## src/rtl/somador_pipeline.sv

```systemverilog
// Pipelined ripple adder/subtractor: each stage adds one WIDTH/STAGES-bit segment,
// with operand skew registers, one valid bit per stage and a global stall.
module somador_pipeline #(
  parameter int WIDTH  = 32,
  parameter int STAGES = 4
) (
  input  logic             clock,
  input  logic             reset,
  input  logic             in_valid,
  output logic             in_ready,
  input  logic [WIDTH-1:0] A,
  input  logic [WIDTH-1:0] B,
  input  logic             sub,
  input  logic             cin,
  output logic             out_valid,
  input  logic             out_ready,
  output logic [WIDTH-1:0] S,
  output logic             cout,
  output logic             ovf,
  output logic             zero
);

  localparam int SEG  = WIDTH / STAGES;
  localparam int LAST = STAGES - 1;

  // Handshake: a transfer happens on any rising edge where valid && ready are
  // both high. The pipeline moves as one unit (adv); when the output is
  // occupied and not taken, every stage holds and in_ready drops.
  logic adv;

  // Stage registers: operands (B already inverted for subtraction), partial
  // sum with segments 0..k filled in, carry out of segment k, valid bit.
  logic [WIDTH-1:0] a_q [STAGES];
  logic [WIDTH-1:0] b_q [STAGES];
  logic [WIDTH-1:0] s_q [STAGES];
  logic             c_q [STAGES];
  logic [STAGES-1:0] vld_q;
  logic             ovf_q;
  logic             zero_q;

  // Stage inputs and combinational results
  logic [WIDTH-1:0] a_in [STAGES];
  logic [WIDTH-1:0] b_in [STAGES];
  logic [WIDTH-1:0] s_in [STAGES];
  logic             c_in [STAGES];
  logic [SEG:0]     seg  [STAGES];
  logic [WIDTH-1:0] s_nx [STAGES];
  logic             msb_carry_in;

  assign adv      = out_ready || !out_valid;
  assign in_ready = adv;

  always_comb begin
    a_in[0] = A;
    b_in[0] = sub ? ~B : B;
    s_in[0] = '0;
    c_in[0] = sub ? 1'b1 : cin;
    for (int k = 1; k < STAGES; k++) begin
      a_in[k] = a_q[k-1];
      b_in[k] = b_q[k-1];
      s_in[k] = s_q[k-1];
      c_in[k] = c_q[k-1];
    end
    for (int k = 0; k < STAGES; k++) begin
      seg[k]  = {1'b0, a_in[k][k*SEG +: SEG]} + {1'b0, b_in[k][k*SEG +: SEG]}
              + {{SEG{1'b0}}, c_in[k]};
      s_nx[k] = s_in[k];
      s_nx[k][k*SEG +: SEG] = seg[k][SEG-1:0];
    end
    // Carry into the MSB recovered from the MSB sum bit: s = a ^ b ^ c
    msb_carry_in = a_in[LAST][WIDTH-1] ^ b_in[LAST][WIDTH-1] ^ s_nx[LAST][WIDTH-1];
  end

  always_ff @(posedge clock) begin
    if (reset) begin
      vld_q  <= '0;
      ovf_q  <= 1'b0;
      zero_q <= 1'b0;
      for (int k = 0; k < STAGES; k++) begin
        a_q[k] <= '0;
        b_q[k] <= '0;
        s_q[k] <= '0;
        c_q[k] <= 1'b0;
      end
    end else if (adv) begin
      vld_q[0] <= in_valid;
      for (int k = 1; k < STAGES; k++) vld_q[k] <= vld_q[k-1];
      for (int k = 0; k < STAGES; k++) begin
        a_q[k] <= a_in[k];
        b_q[k] <= b_in[k];
        s_q[k] <= s_nx[k];
        c_q[k] <= seg[k][SEG];
      end
      ovf_q  <= msb_carry_in ^ seg[LAST][SEG];
      zero_q <= (s_nx[LAST] == '0);
    end
  end

  assign out_valid = vld_q[LAST];
  assign S         = s_q[LAST];
  assign cout      = c_q[LAST];
  assign ovf       = ovf_q;
  assign zero      = zero_q;

endmodule

```

## config.mk

```make
export PLATFORM = sky130hd
export DESIGN_NAME = somador_pipeline
export DESIGN_NICKNAME = d
export VERILOG_FILES = /design/src/rtl/somador_pipeline.sv
export SDC_FILE = /design/constraint.sdc
export NUM_CORES = 1
export LEC_CHECK = 0
export ABC_CLOCK_PERIOD_IN_PS = 9900
export CORE_MARGIN = 8
export CORE_UTILIZATION = 45
export CTS_CLUSTER_SIZE = 28
export DETAILED_ROUTE_END_ITERATION = 16
export PLACE_DENSITY = 0.66
export SLEW_MARGIN = 20
export SYNTH_ARGS = -nofsm -noshare
export SYNTH_HDL_FRONTEND = slang
export SYNTH_SLANG_ARGS = --single-unit
```

## constraint.sdc

```tcl
create_clock -name clock -period 9.9 [get_ports clock]
set_input_delay 0.99 -clock clock [delete_from_list [all_inputs] [get_ports clock]]
set_output_delay 0.99 -clock clock [all_outputs]
set_load 0.02 [all_outputs]
```

Yosys cells after proc, flatten, opt, wreduce, memory -nomap -nowiden. Memory sizes are Yosys's and may differ from the RTL's. Index checks and enable logic that the tools add are counted.

Bits in registers: 6. Bits in latches: 0. Bits in writable memories: 388. Bits in read-only memories: 0. Word-level logic and storage cells: 61. Memories: 4.

Memories: a_q (words 4, width 32, read ports 3, clocked after memory_dff 0, wr ports 4, RTL line 33) `logic [WIDTH-1:0] a_q [STAGES];`; b_q (words 4, width 32, read ports 3, clocked after memory_dff 0, wr ports 4, RTL line 34) `logic [WIDTH-1:0] b_q [STAGES];`; s_q (words 4, width 32, read ports 4, clocked after memory_dff 0, wr ports 4, RTL line 35) `logic [WIDTH-1:0] s_q [STAGES];`; c_q (words 4, width 1, read ports 4, clocked after memory_dff 0, wr ports 4, RTL line 36) `logic c_q [STAGES];`.

$add $sub $neg: 8. Multipliers: 0. Div/mod/pow operators: 0. $lt $le $gt $ge: 0. Equal/unequal tests: 0. Shift-type cells: 0. Muxes and demuxes: 23. Bitwise gates (word level): 20. Reduce and logical (&&, ||, !) cells: 3.

Operators with widths (count): $mux 32 (13); $add 8x8->9 (4); $add 9x1->9 (4); $logic_not 32->1 (1); $not 32->32 (1); $or 1x1->1 (16); $mux 1 (10); $xor 1x1->1 (3); $logic_not 1->1 (1); $logic_or 1x1->1 (1).

Depth between registers and ports, before layout. Gate-level depths: netlist of run 1.

Word-level depth: 6. Mapped depth: 11.

Worst setup path after synthesis of run 1. Ideal clock, no wire load.

Path type: input -> register. From: input port out_ready. To: memory a_q[0][10] (enable). Arrival: 5.004 ns. Required time: 9.367 ns. Setup slack: 4.364 ns. Cell stages on the path: 4. Buffers on the path: 0. Cell sequence: and2b_2 clkinv_1 nor2_1 inv_1.

RTL lines: start: declaration (RTL line 16) `input logic out_ready,`; end: declaration (RTL line 33).

==> metrics.csv, run 1 <==
stage,metric,value,unit
outcome,status,"finished, final reports clean",
floorplan,io_pins,107,
cts,path_clk_slew,0.06,ns
global_route,grt_max_degree,136,
global_route,grt_overflow_total,0,
timing,min_period,3.544,ns
worst_setup_path,required,9.94,ns
worst_setup_path,cp-end-kind,flip-flop,
synth,ys_seq_elements,186,
global_route,grt_pass1_wl,22110,um
synth,syn_area_per_cell,13.71,um^2
detailed_routing,ant_nets,0,
global_route,busiest_layer,met2,
layout,num_antenna_cells,0,
worst_setup_path,worst-setup-path-type,in2reg,
global_route,grt.met1_usage,0.1440,
cts,htree_levels,4,
timing,maxClockFrequency,0.2822,GHz
synth,netlist_area,0.008335,mm^2
min_path,min-delay-path-class,reg2reg,
run,drv_cap,0,
cts,cts_made_buffers,17,
synth,synth_edf_count,180,
floorplan,initial_core_util,0.4609,
global_route,use_met3,0.03573,
floorplan,die_x,152.1,um
placement,io_buffers,106,
layout,final_common_cell,edfxtp_1,
placement,detailed_place_hpwl,9173,um
cts,cts_hold_buf,0,
synth,synth_cells,608,
detailed_routing,drt-vias-per-instance,4.766,
cts,cts_tree,done,
cts,ctsResizeCount,0,
layout,drive_gt1_frac,0.06069,
global_route,grt_usage,0.1199,
synth,seq_area_frac_synth,0.6629,
global_route,grt_pass1_vias,4535,
synth,async_flop_share,0,
timing,drv_slew,0,
timing,rsz0062_at_grt,false,
synth,synth_simple_gate_area_frac,0.1644,
cts,insertion_delay,0.42,ns
detailed_routing,route.detailed.drc,0,
worst_setup_path,critPathLaunchType,primary input,
synth,yosys_warnings,0,
floorplan,row_count,49,
global_route,antenna_found_initial,0,
timing,skew,0.006151,ns
detailed_routing,wirelength,13480,um
layout,finalNetCount,818,
synth,synthAdderAreaFrac,0.06124,
pwr,vdd_drop_max,0.0001385,V
worst_setup_path,cp.arrival,3.59,ns
cts,cts_buffer_depth,2,
global_route,grtUsageMet2,0.1970,
pwr,total_power,1.757,mW
detailed_routing,dr.pass1.iters,4,
synth,synth_top_family_by_area,simple AND/OR/NAND/NOR gates,
synth,synth-compound-area-share,0.03723,
synth,syn_nets,714,
timing,post-route-period-util,0.3580,
synth,synth_mux_area_frac,0.001201,
pwr,power.density,173.0,mW/mm^2
synth,synth_cell_types,46,
pwr,power_leakage,4.100,nW
worst_setup_path,path_max_fanout,106,
synth,synth-xor-area-share,0.05254,
timing,finalSetupViolations,0,
floorplan,die_h,152.1,um
cts,cts_setup_buffers,0,
synth,ys_top_cells_by_area,"edfxtp_1 65%, and2_1 9.6%, ha_1 4.2%",
layout,area_growth,21.84,%
timing,fin_tns_setup,0,ns
worst_setup_path,timing.reg2reg.setup_slack,7.09,ns
cts,root_buffer,clkbuf_16,
floorplan,core_area,0.01809,mm^2
synth,synth_top_area_frac,0.6485,
floorplan,dieArea,0.02313,mm^2
detailed_routing,dr_total_vias,4547,
timing,slew_headroom,0.3428,
timing,hold_violations,0,
detailed_routing,drt_iter0_drc,242,
timing,worstMarginPinSlew,0.9857,ns
layout,final_cell_mix,"180 x edfxtp_1, 128 x and2_1, 105 x clkdlybuf4s50_1, 61 x nor2_1, 34 x xnor2_1",
synth,ys.flop_type,edfxtp_1,
synth,synth_area_leader_cell,edfxtp_1,
placement,routabilityCongestion,0.7635,
cts,clkSinkCount,186,
detailed_routing,wire_per_inst,14.13,um
[critical path, stage by stage]
cell	delay (ns)
clkdlybuf4s50_1	0.45
and2b_2	0.27
clkinv_1	0.17
nor2_1	0.12
inv_6	0.67
buf_4	0.82
[cell type report]
cell class,count,area [um^2]
inverter,15,61.31
clock buffer,17,425.4
tap,229,286.5
clock inverter,15,132.6
timing repair buffer,109,1079
sequential,186,5525
multi-input combinational,383,2646
fill,1432,7930
[per-stage QoR]
step	area [um^2]	setup slack [ns]	util	hold slack [ns]	instances
floorplan	8335	4.364	-	0.4319	608
global placement	9593	6.007	0.5304	0.4412	922
detailed placement	9593	5.922	0.5304	0.4552	922
CTS	10150	6.374	0.5613	0.4641	954
global route	10160	6.163	0.5615	0.5005	954
finish	10160	6.356	0.5615	0.4606	954
[registers in the layout, indices dropped and copies added (netlist names)]
signal  count
ovf         1
s_q        80
vld_q       4
c_q         4
a_q        48
b_q        48
zero        1
[Yosys cell counts, drive strengths merged, types with 11 or more instances]
cell type and n:
ha 28, edfxtp 180, xnor2 34, clkbuf 14, inv 14, o21ai 13
and2 129, xor2 16, nor3 11, nand2 14, nor2 62, a21oi 16
[routing by layer]
metal	share of wire	up-vias
met4	0.018	0
met1	0.45	2113
met5	0	-
met3	0.043	16
met2	0.49	96
li1	-	2322
[power breakdown]
group	internal (mW)	total [mW]	leakage (nW)	switching (mW)
Combinational	0.0957	0.181	1.64	0.0854
Sequential	0.922	0.939	2.19	0.0168
Clock	0.366	0.636	0.274	0.270
[final timing paths]
check	start	endpoint	cells after the start
worst max-delay path	out_ready	b_q[0][22]$_SDFFCE_PN0P_	6
worst min register to register	vld_q[1]$_SDFFE_PP0P_	vld_q[2]$_SDFFE_PP0P_	2
worst max register to register	vld_q[3]$_SDFFE_PP0P_	b_q[0][22]$_SDFFCE_PN0P_	5
worst min-delay path	vld_q[1]$_SDFFE_PP0P_	vld_q[2]$_SDFFE_PP0P_	2
[cells by family (layout without fill, tap and decap cells)]
| logic type | after synthesis | after routing |
|---|---|---|
| simple gates | 248 | 248 |
| mux | 1 | 1 |
| buf+inv | 39 | 156 |
| fa+ha+maj | 36 | 36 |
| flops | 186 | 186 |
| xor+xnor | 50 | 50 |
| compound gates | 48 | 48 |
No activity file was read; power rests on OpenSTA's default activity.
==> inputs of run 2 (changes only) <==
ABC_CLOCK_PERIOD_IN_PS = 3300   (was 9900)
clock period = 3.3 ns   (was 9.9 ns; I/O delays follow)
==> run 2 against run 1 <==
Against the previous run:
- register-to-register slack got worse by 6.2 ns
- clock skew increased by 0.0022 ns
- combinational power rose to 3.1 times the previous value
- routed wire length grew 4.4%
- count of clock-buffer cells in the layout grew 1
- flip-flop and latch count unchanged
- sequential power rose to 3.0 times the previous value
- global-route usage increased by 0.47 points
- critical path depth is 4 higher
- setup slack worse by 5.8 ns
- total power rose to 3.1 times the previous value
- final cell count increased by 0.31%
- critical endpoint is now s_q[0][6]$_SDFFCE_PN0P_
==> metrics.csv, run 2 (synthesized netlist as in run 1, its figures left out) <==
stage,metric,value,unit,change
outcome,status,"finished, final reports clean",,unchanged
cts,clkSinkCount,186,,unchanged
cts,cts_hold_buf,0,,unchanged
cts,path_clk_slew,0.06,ns,about the same
cts,cts_setup_buffers,0,,unchanged
layout,multi_input_area,0.002650,mm^2,was 0.002646 mm^2
global_route,grt_pass1_vias,4847,,"was 4,535"
layout,finalNetCount,821,,was 818
detailed_routing,wirelength,14070,um,"was 13,480 um"
detailed_routing,wire_per_inst,14.70,um,was 14.13 um
min_path,min-delay-path-class,reg2reg,,unchanged
layout,final_cell_mix,"180 x edfxtp_1, 128 x and2_1, 105 x clkdlybuf4s50_1, 60 x nor2_1, 34 x xnor2_1",,"was 180 x edfxtp_1, 128 x and2_1, 105 x clkdlybuf4s50_1, 61 x nor2_1, 34 x xnor2_1"
floorplan,die_h,152.1,um,unchanged
layout,drive_gt1_frac,0.07005,,was 0.06069
floorplan,die_x,152.1,um,unchanged
placement,place_inst,925,,was 922
global_route,grt_pass1_wl,23100,um,"was 22,110 um"
cts,cts_buffer_depth,2,,unchanged
layout,largest_reg_flops,80,,unchanged
cts,htree_levels,4,,unchanged
global_route,grt.met1_usage,0.1439,,was 0.1440
detailed_routing,drt_iter0_drc,195,,was 242
detailed_routing,drt-vias-per-instance,4.824,,was 4.766
placement,io_buffers,106,,unchanged
cts,cts_made_buffers,17,,unchanged
cts,root_buffer,clkbuf_16,,unchanged
worst_setup_path,required,3.47,ns,was 9.94 ns
global_route,grt_usage,0.1246,,was 0.1199
layout,fin_util,0.5668,,was 0.5615
worst_setup_path,path_max_fanout,2,,was 106
timing,finalSetupViolations,0,,unchanged
timing,worstMarginPinSlew,0.7661,ns,was 0.9857 ns
global_route,grt_overflow_total,0,,unchanged
placement,detailed_place_hpwl,9629,um,was 9173 um
pwr,power.density,528.0,mW/mm^2,was 173.0 mW/mm^2
layout,final_common_cell,edfxtp_1,,unchanged
run,drv_cap,0,,unchanged
worst_setup_path,cp-end-kind,flip-flop,,unchanged
worst_setup_path,cp.arrival,2.91,ns,was 3.59 ns
layout,regArea,0.005527,mm^2,was 0.005525 mm^2
worst_setup_path,max_stage_delay,0.42,ns,was 0.82 ns
layout,final_cell_count_no_fill,957,,was 954
layout,largest_register,s_q,,unchanged
pwr,power_leakage,4.123,nW,was 4.100 nW
detailed_routing,ant_nets,0,,unchanged
timing,post-route-period-util,0.8283,,
floorplan,row_count,49,,unchanged
floorplan,io_pins,107,,unchanged
global_route,busiest_layer,met2,,unchanged
timing,hold_violations,0,,unchanged
global_route,grtUsageMet2,0.2151,,was 0.1970
worst_setup_path,critical_path.cell_chain,clkdlybuf4s50_1 -> or2_2 -> fa_1 -> fa_1 -> a21o_1 -> a21oi_2 -> nor2b_1 -> o21a_1 -> or3_1 -> and3_1,,was clkdlybuf4s50_1 -> and2b_2 -> clkinv_1 -> nor2_1 -> inv_6 -> buf_4
worst_setup_path,critPathLaunchType,primary input,,unchanged
detailed_routing,dr.pass1.iters,5,,was 4
floorplan,core_area,0.01809,mm^2,unchanged
layout,fill_cells,1468,,"was 1,432"
detailed_routing,dr_total_vias,4617,,"was 4,547"
cts,insertion_delay,0.42,ns,about the same
pwr,vdd_drop_max,0.0003557,V,was 0.0001385 V
detailed_routing,route.detailed.drc,0,,unchanged
worst_setup_path,cpMostUsedCell,fa_1,,
worst_setup_path,worst-setup-path-type,in2reg,,unchanged
timing,skew,0.008371,ns,was 0.006151 ns
worst_setup_path,crit_slowest_cell,fa_1,,was buf_4
cts,ctsResizeCount,0,,unchanged
floorplan,initial_core_util,0.4609,,unchanged
timing,drv_slew,0,,unchanged
floorplan,dieArea,0.02313,mm^2,unchanged
global_route,antenna_found_initial,0,,unchanged
global_route,grt_max_degree,140,,was 136
timing,maxClockFrequency,0.3658,GHz,
timing,rsz0062_at_grt,false,,unchanged
layout,area_growth,22.98,%,was 21.84%
placement,routabilityCongestion,0.7695,,was 0.7635
layout,top_regs,"s_q: 80 flops, a_q: 48 flops, b_q: 48 flops",,unchanged
layout,num_antenna_cells,0,,unchanged
timing,min_period,2.733,ns,
global_route,use_met3,0.03517,,was 0.03573
cts,cts_tree,done,,unchanged
timing,slew_headroom,0.4892,,was 0.3428
-- run 2: changes by cell type in the layout (fill, tap and decap cells not counted), moves of 2 or more --
cell	delta
clkinv_2	-4
clkinv_1	-3
clkinvlp_4	+3
buf_12	+2
inv_6	+2
-- run 2: critical path, delay by kind of cell --
family          cells  cell delay [ns]
fa+ha+maj           2             0.84
compound gates      3             0.53
buf+inv             1             0.38
simple gates        4             0.82
-- run 2: power breakdown --
part | internal [mW] | switching [mW] | leakage (nW)
registers | 2.77 | 0.0490 | 2.19
logic | 0.291 | 0.262 | 1.65
clock network | 1.19 | 0.850 | 0.280
-- run 2: final cells by class --
cell class              count  area share
flip-flops and latches    186      0.5391
multi-input cells         383      0.2585
repair buffers            112      0.1098
clock buffers              18     0.04186
well taps                 229     0.02795
clock inverters            14     0.01636
inverters                  15    0.006347
-- run 2: path summary, 6_finish.rpt --
kind	start	endpoint	slack, ns	cells past startpoint
setup / recovery	cin	s_q[0][6]$_SDFFCE_PN0P_	0.57	10
hold / removal	vld_q[2]$_SDFFE_PP0P_	vld_q[2]$_SDFFE_PP0P_	0.47	2
setup reg to reg	b_q[0][8]$_SDFFCE_PN0P_	s_q[1][14]$_SDFFCE_PN0P_	0.90	10
hold reg to reg	vld_q[2]$_SDFFE_PP0P_	vld_q[2]$_SDFFE_PP0P_	0.47	2
-- run 2: stage by stage --
stage / power, mW / area, um^2 / TNS (ns) / setup WS, ns / hold WS, ns
global placement: 3.412 / 9654 / 0 / 0.2056 / 0.4382
global route: 5.629 / 10250 / 0 / 0.4623 / 0.4925
floorplan: 3.204 / 8354 / -112.46 / -0.6248 / 0.4321
CTS: 5.471 / 10250 / 0 / 0.5996 / 0.4573
finish: 5.413 / 10250 / 0 / 0.5666 / 0.4663
detailed placement: 3.430 / 9654 / 0 / 0.1507 / 0.4584
-- run 2: metal layers --
metal	share of wire	wire (um)	vias to the layer above
li1	-	-	2331
met1	0.44	6208	2151
met2	0.50	7005	113
met3	0.043	608	22
met4	0.018	249	0
met5	0	0	-
==> inputs of run 3 (changes only) <==
ABC_CLOCK_PERIOD_IN_PS = 2700   (was 3300)
clock period = 2.7 ns   (was 3.3 ns; I/O delays follow)
==> run 3 against run 2 <==
Against the previous run:
- first-iteration DRC count increased by 15%
- critical path type unchanged
- critical path depth did not move
- flip-flop and latch count unchanged
- count of clock-buffer cells in the layout is 1 higher
==> metrics.csv, run 3 (synthesized netlist as in run 1, its figures left out) <==
stage,metric,value,unit,change
outcome,status,"finished, final reports clean",,unchanged
cts,cts_setup_buffers,0,,unchanged
min_path,min-delay-path-class,in2reg,,was reg2reg
worst_setup_path,critical_path.cell_chain,clkdlybuf4s50_1 -> or2_2 -> fa_2 -> fa_2 -> a21o_1 -> a21oi_2 -> nor2b_1 -> o21a_1 -> or3_1 -> and3_1,,was clkdlybuf4s50_1 -> or2_2 -> fa_1 -> fa_1 -> a21o_1 -> a21oi_2 -> nor2b_1 -> o21a_1 -> or3_1 -> and3_1
pwr,power_leakage,4.136,nW,was 4.123 nW
worst_setup_path,critPathLaunchType,primary input,,unchanged
floorplan,initial_core_util,0.4609,,unchanged
pwr,p_sw_frac,0.2137,,was 0.2146
global_route,grt_overflow_total,0,,unchanged
layout,top_regs,"s_q: 80 flops, a_q: 48 flops, b_q: 48 flops",,unchanged
global_route,grt_pass1_wl,22890,um,"was 23,100 um"
timing,worstMarginPinSlew,0.4939,ns,was 0.7661 ns
pwr,power.share.combinational,0.106,,was 0.102
layout,final_cell_mix,"180 x edfxtp_1, 128 x and2_1, 105 x clkdlybuf4s50_1, 60 x nor2_1, 34 x xnor2_1",,unchanged
placement,detailed_place_hpwl,9762,um,was 9629 um
timing,min_period,2.481,ns,
layout,final_common_cell,edfxtp_1,,unchanged
timing,hold_violations,0,,unchanged
cts,htree_levels,4,,unchanged
layout,largest_register,s_q,,unchanged
worst_setup_path,required,2.87,ns,was 3.47 ns
timing,slew_headroom,0.6707,,was 0.4892
pwr,p_clk_frac,0.364,,was 0.378
detailed_routing,ant_nets,0,,unchanged
run,drv_cap,0,,unchanged
global_route,grt_pass1_vias,4729,,"was 4,847"
floorplan,core_area,0.01809,mm^2,unchanged
placement,io_buffers,106,,unchanged
worst_setup_path,path_max_fanout,2,,unchanged
timing,fin_tns_setup,0,ns,unchanged
layout,drive_gt1_frac,0.07640,,was 0.07005
detailed_routing,dr.pass1.iters,4,,was 5
worst_setup_path,cpMostUsedCell,fa_2,,was fa_1
cts,cts_tree,done,,unchanged
worst_setup_path,cp.arrival,2.65,ns,was 2.91 ns
floorplan,row_count,49,,unchanged
detailed_routing,dr_total_vias,4638,,"was 4,617"
cts,path_clk_slew,0.06,ns,about the same
pwr,p_sw,1.385,mW,was 1.161 mW
detailed_routing,route.detailed.drc,0,,unchanged
timing,skew,0.008038,ns,was 0.008371 ns
timing,maxClockFrequency,0.4031,GHz,
pwr,vdd_drop_max,0.0003838,V,was 0.0003557 V
cts,cts_made_buffers,17,,unchanged
detailed_routing,wire_per_inst,14.51,um,was 14.70 um
worst_setup_path,cp-end-kind,flip-flop,,unchanged
placement,routabilityCongestion,0.8062,,was 0.7695
cts,root_buffer,clkbuf_16,,unchanged
layout,area_growth,23.24,%,was 22.98%
layout,largest_reg_flops,80,,unchanged
global_route,grt_max_degree,84,,was 140
cts,cts_buffer_depth,2,,unchanged
cts,cts_hold_buf,0,,unchanged
cts,clkSinkCount,186,,unchanged
floorplan,dieArea,0.02313,mm^2,unchanged
layout,num_antenna_cells,0,,unchanged
timing,finalSetupViolations,0,,unchanged
pwr,power.density,631.0,mW/mm^2,was 528.0 mW/mm^2
detailed_routing,drt_iter0_drc,224,,was 195
detailed_routing,wirelength,13960,um,"was 14,070 um"
worst_setup_path,crit_slowest_cell,clkdlybuf4s50_1,,was fa_1
detailed_routing,drt-vias-per-instance,4.821,,was 4.824
cts,insertion_delay,0.42,ns,about the same
timing,drv_slew,0,,unchanged
floorplan,io_pins,107,,unchanged
timing,holdWs,0.4191,ns,was 0.4663 ns
worst_setup_path,worst-setup-path-type,in2reg,,unchanged
floorplan,die_x,152.1,um,unchanged
worst_setup_path,max_stage_delay,0.40,ns,was 0.42 ns
global_route,grt_usage,0.1239,,was 0.1246
floorplan,die_h,152.1,um,unchanged
timing,post-route-period-util,0.9189,,
global_route,antenna_found_initial,0,,unchanged
cts,ctsResizeCount,0,,unchanged
timing,rsz0062_at_grt,false,,unchanged
layout,finalNetCount,826,,was 821
pwr,total_power,6.482,mW,was 5.413 mW
pwr,p_int,5.097,mW,was 4.251 mW
pwr,seqPwrFrac,0.531,,was 0.520
run 3: worst max-delay path, delay by kind of cell:
kind | cells | cell delay [ns]
buffers and inverters | 1 | 0.40
AND/OR/NAND/NOR | 4 | 0.81
AO/OA/AOI/OAI | 3 | 0.47
adder cells (fa/ha/maj) | 2 | 0.71
run 3: layout make-up:
type                    count  area [um^2]
fillers                  1436         7814
flip-flops and latches    186         5529
multi-input cells         383         2654
repair buffers            117         1176
clock buffers              19        432.9
well taps                 229        286.5
clock inverters            13        128.9
inverters                  15        65.06
run 3: per-layer routing:
| metal | track usage | vias up | share of wire |
|---|---|---|---|
| met5 | 0 | - | 0 |
| li1 | - | 2343 | - |
| met3 | 0.03432 | 20 | 0.035 |
| met2 | 0.2101 | 86 | 0.50 |
| met4 | 0.05188 | 0 | 0.016 |
| met1 | 0.1461 | 2189 | 0.45 |
run 3: path summary, 6_finish.rpt:
check	startpoint	end	slack [ns]	depth (start not counted)
min reg2reg	vld_q[0]$_SDFFE_PP0P_	vld_q[0]$_SDFFE_PP0P_	0.46	2
max	cin	s_q[0][6]$_SDFFCE_PN0P_	0.22	10
max reg2reg	b_q[0][8]$_SDFFCE_PN0P_	s_q[1][14]$_SDFFCE_PN0P_	0.28	10
min	in_valid	vld_q[0]$_SDFFE_PP0P_	0.42	3
run 3: power by group through the flow:
stage,clock (mW),sequential (mW),combinational [mW]
floorplan,0,3.52,0.398
global placement,0,3.50,0.679
CTS,2.42,3.44,0.699
detailed placement,0,3.50,0.695
finish,2.36,3.44,0.684
global route,2.51,3.46,0.763
run 3: through the flow:
step                      setup WS (ns)  std cells  area (um^2)  utilization
after floorplan                  -1.221        608         8368            -
after detailed placement        -0.2088        930         9711       0.5369
after CTS                        0.2397        962        10270       0.5680
after global routing             0.1509        962        10270       0.5680
after global placement          -0.1737        930         9711       0.5369
final                            0.2190        962        10270       0.5680
